**config.mk**
```make
export PLATFORM = sky130hd
export DESIGN_NAME = obstacle_mem_arbiter
export DESIGN_NICKNAME = d
export VERILOG_FILES = /design/src/rtl/obstacle_arb_pkg.sv /design/src/rtl/obstacle_rsp_pipe.sv /design/src/rtl/obstacle_mem_arbiter.sv
export SDC_FILE = /design/constraint.sdc
export NUM_CORES = 1
export LEC_CHECK = 0
export ABC_AREA = 1
export CAP_MARGIN = 5
export CORE_UTILIZATION = 50
export CTS_BUF_LIST = sky130_fd_sc_hd__clkbuf_8 sky130_fd_sc_hd__clkbuf_16
export DETAILED_ROUTE_END_ITERATION = 8
export DONT_BUFFER_PORTS = 1
export SETUP_SLACK_MARGIN = 0.05
export SLEW_MARGIN = 20
export SYNTH_ARGS = -nofsm -noshare
export SYNTH_HDL_FRONTEND = slang
export SYNTH_SLANG_ARGS = --single-unit
export TNS_END_PERCENT = 30
```
**constraint.sdc**
```tcl
create_clock -name clk -period 2.4 [get_ports clk]
set_input_delay 0.24 -clock clk [delete_from_list [all_inputs] [get_ports clk]]
set_output_delay 0.24 -clock clk [all_outputs]
set_load 0.01 [all_outputs]
```
**src/rtl/obstacle_arb_pkg.sv**
```systemverilog
// Shared widths, port indices and the response tag carried through the read pipe.
package obstacle_arb_pkg;
  localparam int OBST_ADDR_W = 11;
  localparam int OBST_DATA_W = 32;
  localparam int OBST_BE_W   = 4;

  localparam logic PORT_R = 1'b0;
  localparam logic PORT_G = 1'b1;

  typedef struct packed {
    logic valid;
    logic port;
  } rsp_tag_t;
endpackage

```
**src/rtl/obstacle_rsp_pipe.sv**
```systemverilog
// Tag delay line matching the memory read latency; tag_out lines up with mem_readdata.
// READ_LATENCY cycles, never stalls.
module obstacle_rsp_pipe
  import obstacle_arb_pkg::*;
#(
  parameter int READ_LATENCY = 1
) (
  input  logic     clk,
  input  logic     reset_n,
  input  rsp_tag_t tag_in,
  output rsp_tag_t tag_out
);

  rsp_tag_t stage [READ_LATENCY];

  always_ff @(posedge clk or negedge reset_n) begin
    if (!reset_n) begin
      for (int i = 0; i < READ_LATENCY; i++) stage[i] <= '0;
    end else begin
      stage[0] <= tag_in;
      for (int i = 1; i < READ_LATENCY; i++) stage[i] <= stage[i-1];
    end
  end

  assign tag_out = stage[READ_LATENCY-1];

endmodule

```
**src/rtl/obstacle_mem_arbiter.sv**
```systemverilog
// Shares the single-port obstacle memory between renderer (read) and game logic (r/w).
// Read data READ_LATENCY+1 cycles after handshake; renderer wins unless game logic has waited MAX_WAIT cycles.
module obstacle_mem_arbiter
  import obstacle_arb_pkg::*;
#(
  parameter int READ_LATENCY = 1,
  parameter int MAX_WAIT     = 4
) (
  input  logic                   clk,
  input  logic                   reset_n,
  input  logic                   r_valid,
  output logic                   r_ready,
  input  logic [OBST_ADDR_W-1:0] r_addr,
  output logic                   r_rsp_valid,
  output logic [OBST_DATA_W-1:0] r_rsp_data,
  input  logic                   g_valid,
  output logic                   g_ready,
  input  logic                   g_write,
  input  logic [OBST_ADDR_W-1:0] g_addr,
  input  logic [OBST_DATA_W-1:0] g_wdata,
  input  logic [OBST_BE_W-1:0]   g_be,
  output logic                   g_rsp_valid,
  output logic [OBST_DATA_W-1:0] g_rsp_data,
  output logic [OBST_ADDR_W-1:0] mem_address,
  output logic                   mem_chipselect,
  output logic                   mem_write,
  output logic [OBST_DATA_W-1:0] mem_writedata,
  output logic [OBST_BE_W-1:0]   mem_byteenable,
  output logic                   mem_clken,
  input  logic [OBST_DATA_W-1:0] mem_readdata
);

  localparam logic [3:0] WAIT_LIMIT = 4'(MAX_WAIT);

  logic       run;
  logic [3:0] wait_cnt;
  logic       grant_r;
  logic       grant_g;
  rsp_tag_t   tag_in;
  rsp_tag_t   tag_out;

  // run keeps every grant and strobe low while reset is asserted
  always_comb begin
    grant_r = run && r_valid && !(g_valid && (wait_cnt >= WAIT_LIMIT));
    grant_g = run && g_valid && !grant_r;
  end

  assign r_ready   = grant_r;
  assign g_ready   = grant_g;
  assign mem_clken = run;

  always_comb begin
    mem_chipselect = 1'b0;
    mem_write      = 1'b0;
    mem_address    = '0;
    mem_writedata  = '0;
    mem_byteenable = '0;
    tag_in         = '0;
    if (grant_r) begin
      mem_chipselect = 1'b1;
      mem_address    = r_addr;
      mem_byteenable = 4'hF;
      tag_in.valid   = 1'b1;
      tag_in.port    = PORT_R;
    end else if (grant_g) begin
      mem_chipselect = 1'b1;
      mem_write      = g_write;
      mem_address    = g_addr;
      mem_writedata  = g_wdata;
      mem_byteenable = g_write ? g_be : 4'hF;
      tag_in.valid   = !g_write;
      tag_in.port    = PORT_G;
    end
  end

  always_ff @(posedge clk or negedge reset_n) begin
    if (!reset_n) begin
      run      <= 1'b0;
      wait_cnt <= '0;
    end else begin
      run <= 1'b1;
      if (grant_g) begin
        wait_cnt <= '0;
      end else if (g_valid && (wait_cnt < WAIT_LIMIT)) begin
        wait_cnt <= wait_cnt + 4'd1;
      end
    end
  end

  obstacle_rsp_pipe #(
    .READ_LATENCY(READ_LATENCY)
  ) u_rsp_pipe (
    .clk    (clk),
    .reset_n(reset_n),
    .tag_in (tag_in),
    .tag_out(tag_out)
  );

  // Read data is captured the cycle it appears at the memory port, so responses retire in issue order
  always_ff @(posedge clk or negedge reset_n) begin
    if (!reset_n) begin
      r_rsp_valid <= 1'b0;
      g_rsp_valid <= 1'b0;
      r_rsp_data  <= '0;
      g_rsp_data  <= '0;
    end else begin
      r_rsp_valid <= tag_out.valid && (tag_out.port == PORT_R);
      g_rsp_valid <= tag_out.valid && (tag_out.port == PORT_G);
      if (tag_out.valid && (tag_out.port == PORT_R)) r_rsp_data <= mem_readdata;
      if (tag_out.valid && (tag_out.port == PORT_G)) g_rsp_data <= mem_readdata;
    end
  end

endmodule

```
==> flow_summary.yaml, run 1 <==
run_status:
  status: "complete, but fails checks"
  violations: "DRC"
power_and_ir_drop:
  power_switching_mw: 1.15
  pwr-share-comb_pct: 15.7
  p_leak_nw: 1.99
  intPower_mw: 2.38
  p_seq_share_pct: 53.8
  switching_share_pct: 32.6
  powerDensity_mw_per_mm2: 969
  ir_drop_uv: 352
  power.total_mw: 3.53
  p_clk_share_pct: 30.5
final_layout:
  drive_above_1_share_pct: 18.4
  fin_nets: 489
  antennaDiodeCount: 0
  syn_to_final_growth_pct: 7.23
  final_area_mm2: 0.00364
  fin_util_pct: 56.3
timing:
  finClkSkew_ns: 0.00827
  fin_crit_sh_pct: 85.1
  min_period_ns: 2.04
  worst_pin_slew_ns: 0.619
  drv_slew: 0
  final_hold_viol_count: 0
  rsz0062_at_grt: "no"
  setup_viol: 0
  fmax_mhz: 490
  fin_setup_tns_ns: 0
  relSlewSlack_pct: 58.6
critical_path:
  worst-setup-path-type: "reg -> out"
  cp_top_family: "simple AND/OR/NAND/NOR gates"
  cp-startpoint: "mem_clken$_DFF_PN0_"
  crit_end: "mem_writedata[31]"
  end_kind: "output pin"
  crit_chain: "nand2_2 -> inv_2 -> nand2_4 -> nor2_1"
  cpMaxStageDelayCell: "dfrtp_1"
  crit_buf_inv: 1
  r2r_slack_ns: 0.79
  reg2reg_depth: 6
  critPathMaxFanout: 35
  cp_slowest_stage_delay_ns: 0.45
  required_ns: 2.16
  crit_path_start_kind: "flop"
  rr_endpoint: "wait_cnt[3]$_DFFE_PN0P_"
  arrival_ns: 1.80
  r2r_start: "mem_clken$_DFF_PN0_"
  path_depth: 4
floorplanning:
  die_area_mm2: 0.00712
  start_util_pct: 52.5
  die_height_um: 84.4
  row_count: 29
  core_area_mm2: 0.00646
  die_w_um: 84.4
  io_pins: 213
yosys:
  ys_seq_elements: 73
  synth_area_mm2: 0.00339
  synth_nets: 491
  ys_types: 21
  synth_area_leaders: "dfrtp_1, nand2_1, inv_1, o21ai_0, nor2_2"
  synth_top_cell_area_share_pct: 53.9
  syn-instance-count: 395
  syn_area_per_cell_um2: 8.59
  yosysTopAreaCell: "dfrtp_1"
  synth.yosys.seq_area_share_pct: 53.9
  yosys_warnings: 0
drt:
  via_per_inst: 5.13
  firstDrtPassIters: 7
  drt-initial-drc-count: 120
  wl_per_cell_um: 14.4
  drc: 8
  vias: 2431
  drt.antenna.violating_nets: 0
  routed_wl_mm: 6.82
grt:
  first_global_vias: 2245
  track_usage_pct: 19.7
  grt_pass1_wl_mm: 10.8
  grt_max_degree: 74
  antenna_found_initial: 0
  gr-total-overflow: 0
placed_design:
  hpwl_mm: 4.93
  routabilityCongestion: 0.740
  placed_area_mm2: 0.00337
  io_buffers: 0
clock_tree:
  cts_sinks: 73
  h-tree-depth: 3
  clockRootBuffer: "clkbuf_8"
  ctsResizeCount: 0
  clk_pin_slew_ns: 0.07
  clk_latency_ns: 0.34
  clockBufferDepth: 2
  cts_tree: "done"
  cts_buffers: 9
hold_path:
  hold_path.class: "in -> reg"
run:
  max_cap_violations: 0
-- what timing repair did --
action                                  in CTS  in global routing
setup buffers                                0                  0
endpoints found under the hold margin       73                  0
hold buffers                                 2                  0
endpoints found under the setup margin       0                  0
-- worst min-delay path by stage --
| stage | start | end | slack, ns | cells past startpoint |
|---|---|---|---|---|
| floorplan | reset_n | g_rsp_data[0]$_DFFE_PN0P_ | -0.06 | 0 |
| global placement | reset_n | g_rsp_data[21]$_DFFE_PN0P_ | -0.05 | 0 |
| detailed placement | reset_n | g_rsp_data[21]$_DFFE_PN0P_ | -0.05 | 0 |
| CTS | g_write | u_rsp_pipe.tag_out[1]$_DFF_PN0_ | 0.02 | 1 |
| global route | g_write | u_rsp_pipe.tag_out[1]$_DFF_PN0_ | 0.02 | 1 |
| finish | g_write | u_rsp_pipe.tag_out[1]$_DFF_PN0_ | 0.03 | 1 |
-- final cells by class --
type                       count  area [um2]
clock buffer                  11         151
sequential                    73        1830
clock inverter                 4        76.3
fill                         601        2820
inverter                      76         285
tap                           77        96.3
timing repair buffer           7        75.1
multi-input combinational    226        1130
-- layer usage --
layer	GRT usage [%]	vias up	routed length [um]
li1	-	1186	-
met4	7.40	0	129
met5	0	-	0
met2	32.4	118	3290
met3	8.36	11	609
met1	23.0	1116	2790
-- per-stage QoR --
step	hold slack [ns]	setup slack, ns	instances
after floorplan	-0.0556	1.11	395
after global placement	-0.0542	0.778	457
after detailed placement	-0.0543	0.740	457
after CTS	0.0202	0.351	474
after global routing	0.0170	0.237	474
final	0.0339	0.358	474
-- sequential cells by signal (all words and copies together) (netlist names) --
name,cells
wait_cnt,4
u_rsp_pipe.tag_out,2
r_rsp_valid,1
g_rsp_data,32
r_rsp_data,32
g_rsp_valid,1
mem_clken,1
-- logic make-up (layout without fill, tap and decap cells) --
family                     count (synthesis)  after routing  share of synthesized area, %
DFF                                       73             73                          53.9
and+or+nand+nor                          151            151                          20.0
other                                      1              1                         0.111
adders and majority gates                  1              1                         0.369
AOI/OAI and AO/OA                         73             73                          12.6
buffers and inverters                     96             98                          13.0
-- placed cells by master (no fill, tap or decap), types with 8 or more instances in the layout --
| master | netlist | layout |
|---|---|---|
| nor2_2 | 30 | 30 |
| nand2_1 | 95 | 94 |
| o21ai_2 | 16 | 16 |
| clkbuf_8 | 0 | 11 |
| nor2_1 | 8 | 8 |
| o21ai_1 | 16 | 16 |
| o21ai_0 | 39 | 39 |
| inv_1 | 75 | 75 |
| dfrtp_1 | 73 | 73 |
| nand3_1 | 14 | 14 |
-- worst reg2reg max path: cells and delay by family, from the launching register on --
kind / cells / cell delay, ns
flops: 1 / 0.45
buf+inv: 2 / 0.32
simple gates: 4 / 0.78
-- synth_stat cells --
cell      count
nand2_1      95
inv_1        75
dfrtp_1      73
o21ai_0      39
nor2_2       30
o21ai_1      16
o21ai_2      16
nand3_1      14
buf_6         9
nor2_1        8
buf_2         5
clkbuf_1      4
buf_4         2
nand2_4       2
a21oi_1       1
conb_1        1
ha_1          1
inv_2         1
nand2_2       1
o211ai_1      1
or2_1         1
-- power groups by stage --
stage	clock [mW]	sequential (mW)	combinational [mW]
final	1.07	1.90	0.554
after global routing	1.15	1.93	0.659
after CTS	1.10	1.90	0.566
after detailed placement	0	1.92	0.532
after global placement	0	1.92	0.513
after floorplan	0	1.85	0.486
(Power assumes the default switching activity.)
==> run 2, diff against run 1 <==
Settings changed: MAX_ROUTING_LAYER set to met4.
==> flow_summary.yaml, run 2 (same netlist as run 1, synthesis figures left out) <==
grt:
  first_global_vias: 2247
  grt_pass1_wl_mm: 10.9
  gr-total-overflow: 0
  grt_max_degree: 74
  antenna_found_initial: 0
  track_usage_pct: 20.3
critical_path:
  end_kind: "output pin"
  critPathMaxFanout: 35
  crit_path_start_kind: "flop"
  cpMaxStageDelayCell: "dfrtp_1"
  required_ns: 2.16
  crit_chain: "nand2_1 -> inv_1 -> nand2_4 -> nand2_4 -> nor2_1"
  worst-setup-path-type: "reg -> out"
  arrival_ns: 1.81
  crit_buf_inv: 1
  cp_slowest_stage_delay_ns: 0.45
  cp_top_family: "simple AND/OR/NAND/NOR gates"
  crit_top_cell: "nand2_4"
clock_tree:
  h-tree-depth: 3
  clockRootBuffer: "clkbuf_8"
  cts_tree: "done"
  cts_buffers: 9
  clk_pin_slew_ns: 0.07
  clockBufferDepth: 2
  post_cts_buffers: 0
  cts_sinks: 73
  clk_latency_ns: 0.34
floorplanning:
  start_util_pct: 52.5
  die_w_um: 84.4
  die_height_um: 84.4
  row_count: 29
  core_area_mm2: 0.00646
  die_area_mm2: 0.00712
  io_pins: 213
timing:
  fin_setup_tns_ns: 0
  setup_viol: 0
  fin_crit_sh_pct: 85.5
  fmax_mhz: 487
  worst_pin_slew_ns: 0.619
  rsz0062_at_grt: "no"
  finClkSkew_ns: 0.00769
  drv_slew: 0
  fin_ws_ns: 0.347
  relSlewSlack_pct: 58.6
  min_period_ns: 2.05
  final_hold_viol_count: 0
drt:
  via_per_inst: 5.10
  routed_wl_mm: 6.82
  vias: 2418
  firstDrtPassIters: 7
  wl_per_cell_um: 14.4
  drc: 8
  drt-initial-drc-count: 131
  drt.antenna.violating_nets: 0
final_layout:
  antennaDiodeCount: 0
  nFillCells: 601
  drive_above_1_share_pct: 18.4
  top_regs: "g_rsp_data x32, r_rsp_data x32, wait_cnt x4"
  fin_nets: 489
  final_cell_mix: "nand2_1, inv_1, dfrtp_1, o21ai_0, nor2_2"
  syn_to_final_growth_pct: 7.23
  fin_util_pct: 56.3
  final_common_cell: "nand2_1"
  final_area_mm2: 0.00364
power_and_ir_drop:
  ir_drop_uv: 351
  powerDensity_mw_per_mm2: 969
  p_leak_nw: 1.99
run_status:
  violations: "DRC"
  status: "complete, but fails checks"
placed_design:
  preCtsSetupSlack_ns: 0.740
  routabilityCongestion: 0.749
  hpwl_mm: 4.93
  placed_area_mm2: 0.00337
  io_buffers: 0
run:
  max_cap_violations: 0
hold_path:
  hold_path.class: "in -> reg"
-- run 2: cell counts in the layout (fill, tap and decap cells not counted) --
No cell type changed its count.
-- run 2: through the flow --
stage	hold slack (ns)	instances	total power, mW
finish	0.0346	474	3.52
global route	0.0171	474	3.74
CTS	0.0202	474	3.57
detailed placement	-0.0543	457	2.46
global placement	-0.0542	457	2.43
floorplan	-0.0556	395	2.33
-- run 2: power by group --
| part | leakage (nW) | internal (mW) | switching [mW] |
|---|---|---|---|
| Clock | 0.112 | 0.638 | 0.436 |
| Combinational | 0.975 | 0.203 | 0.351 |
| Sequential | 0.900 | 1.54 | 0.362 |
-- run 2: timing repair --
item                                    4_1_cts  5_1_grt
resized for setup                             0        0
hold buffers                                  2        0
endpoints found under the setup margin        0        0
endpoints found under the hold margin        73        0
-- run 2: routing by layer --
layer  share of wire [%]  GRT usage, %  up-vias
li1                    -             -     1186
met1                  41          23.2     1106
met2                  48          32.4      113
met3                 8.7          8.16       13
met4                 1.9          7.40        0
met5                   0             -        -
-- run 2: area by class of cell --
class	count	area, um2	area share (%)
tap	77	96.3	2.65
timing repair buffer	7	75.1	2.06
clock buffer	11	151	4.16
multi-input combinational	226	1130	31.0
inverter	76	285	7.84
sequential	73	1830	50.2
clock inverter	4	76.3	2.10
-- run 2: worst paths after layout --
check	from	to	slack, ns	cells past startpoint
min in group asynchronous	reset_n	g_rsp_data[21]$_DFFE_PN0P_	0.43	2
hold / removal	g_write	u_rsp_pipe.tag_out[1]$_DFF_PN0_	0.03	1
max in group asynchronous	reset_n	g_rsp_data[1]$_DFFE_PN0P_	1.67	2
hold reg to reg	wait_cnt[0]$_DFFE_PN0P_	wait_cnt[0]$_DFFE_PN0P_	0.52	1
setup reg to reg	mem_clken$_DFF_PN0_	wait_cnt[3]$_DFFE_PN0P_	0.78	6
setup / recovery	mem_clken$_DFF_PN0_	mem_writedata[31]	0.35	5
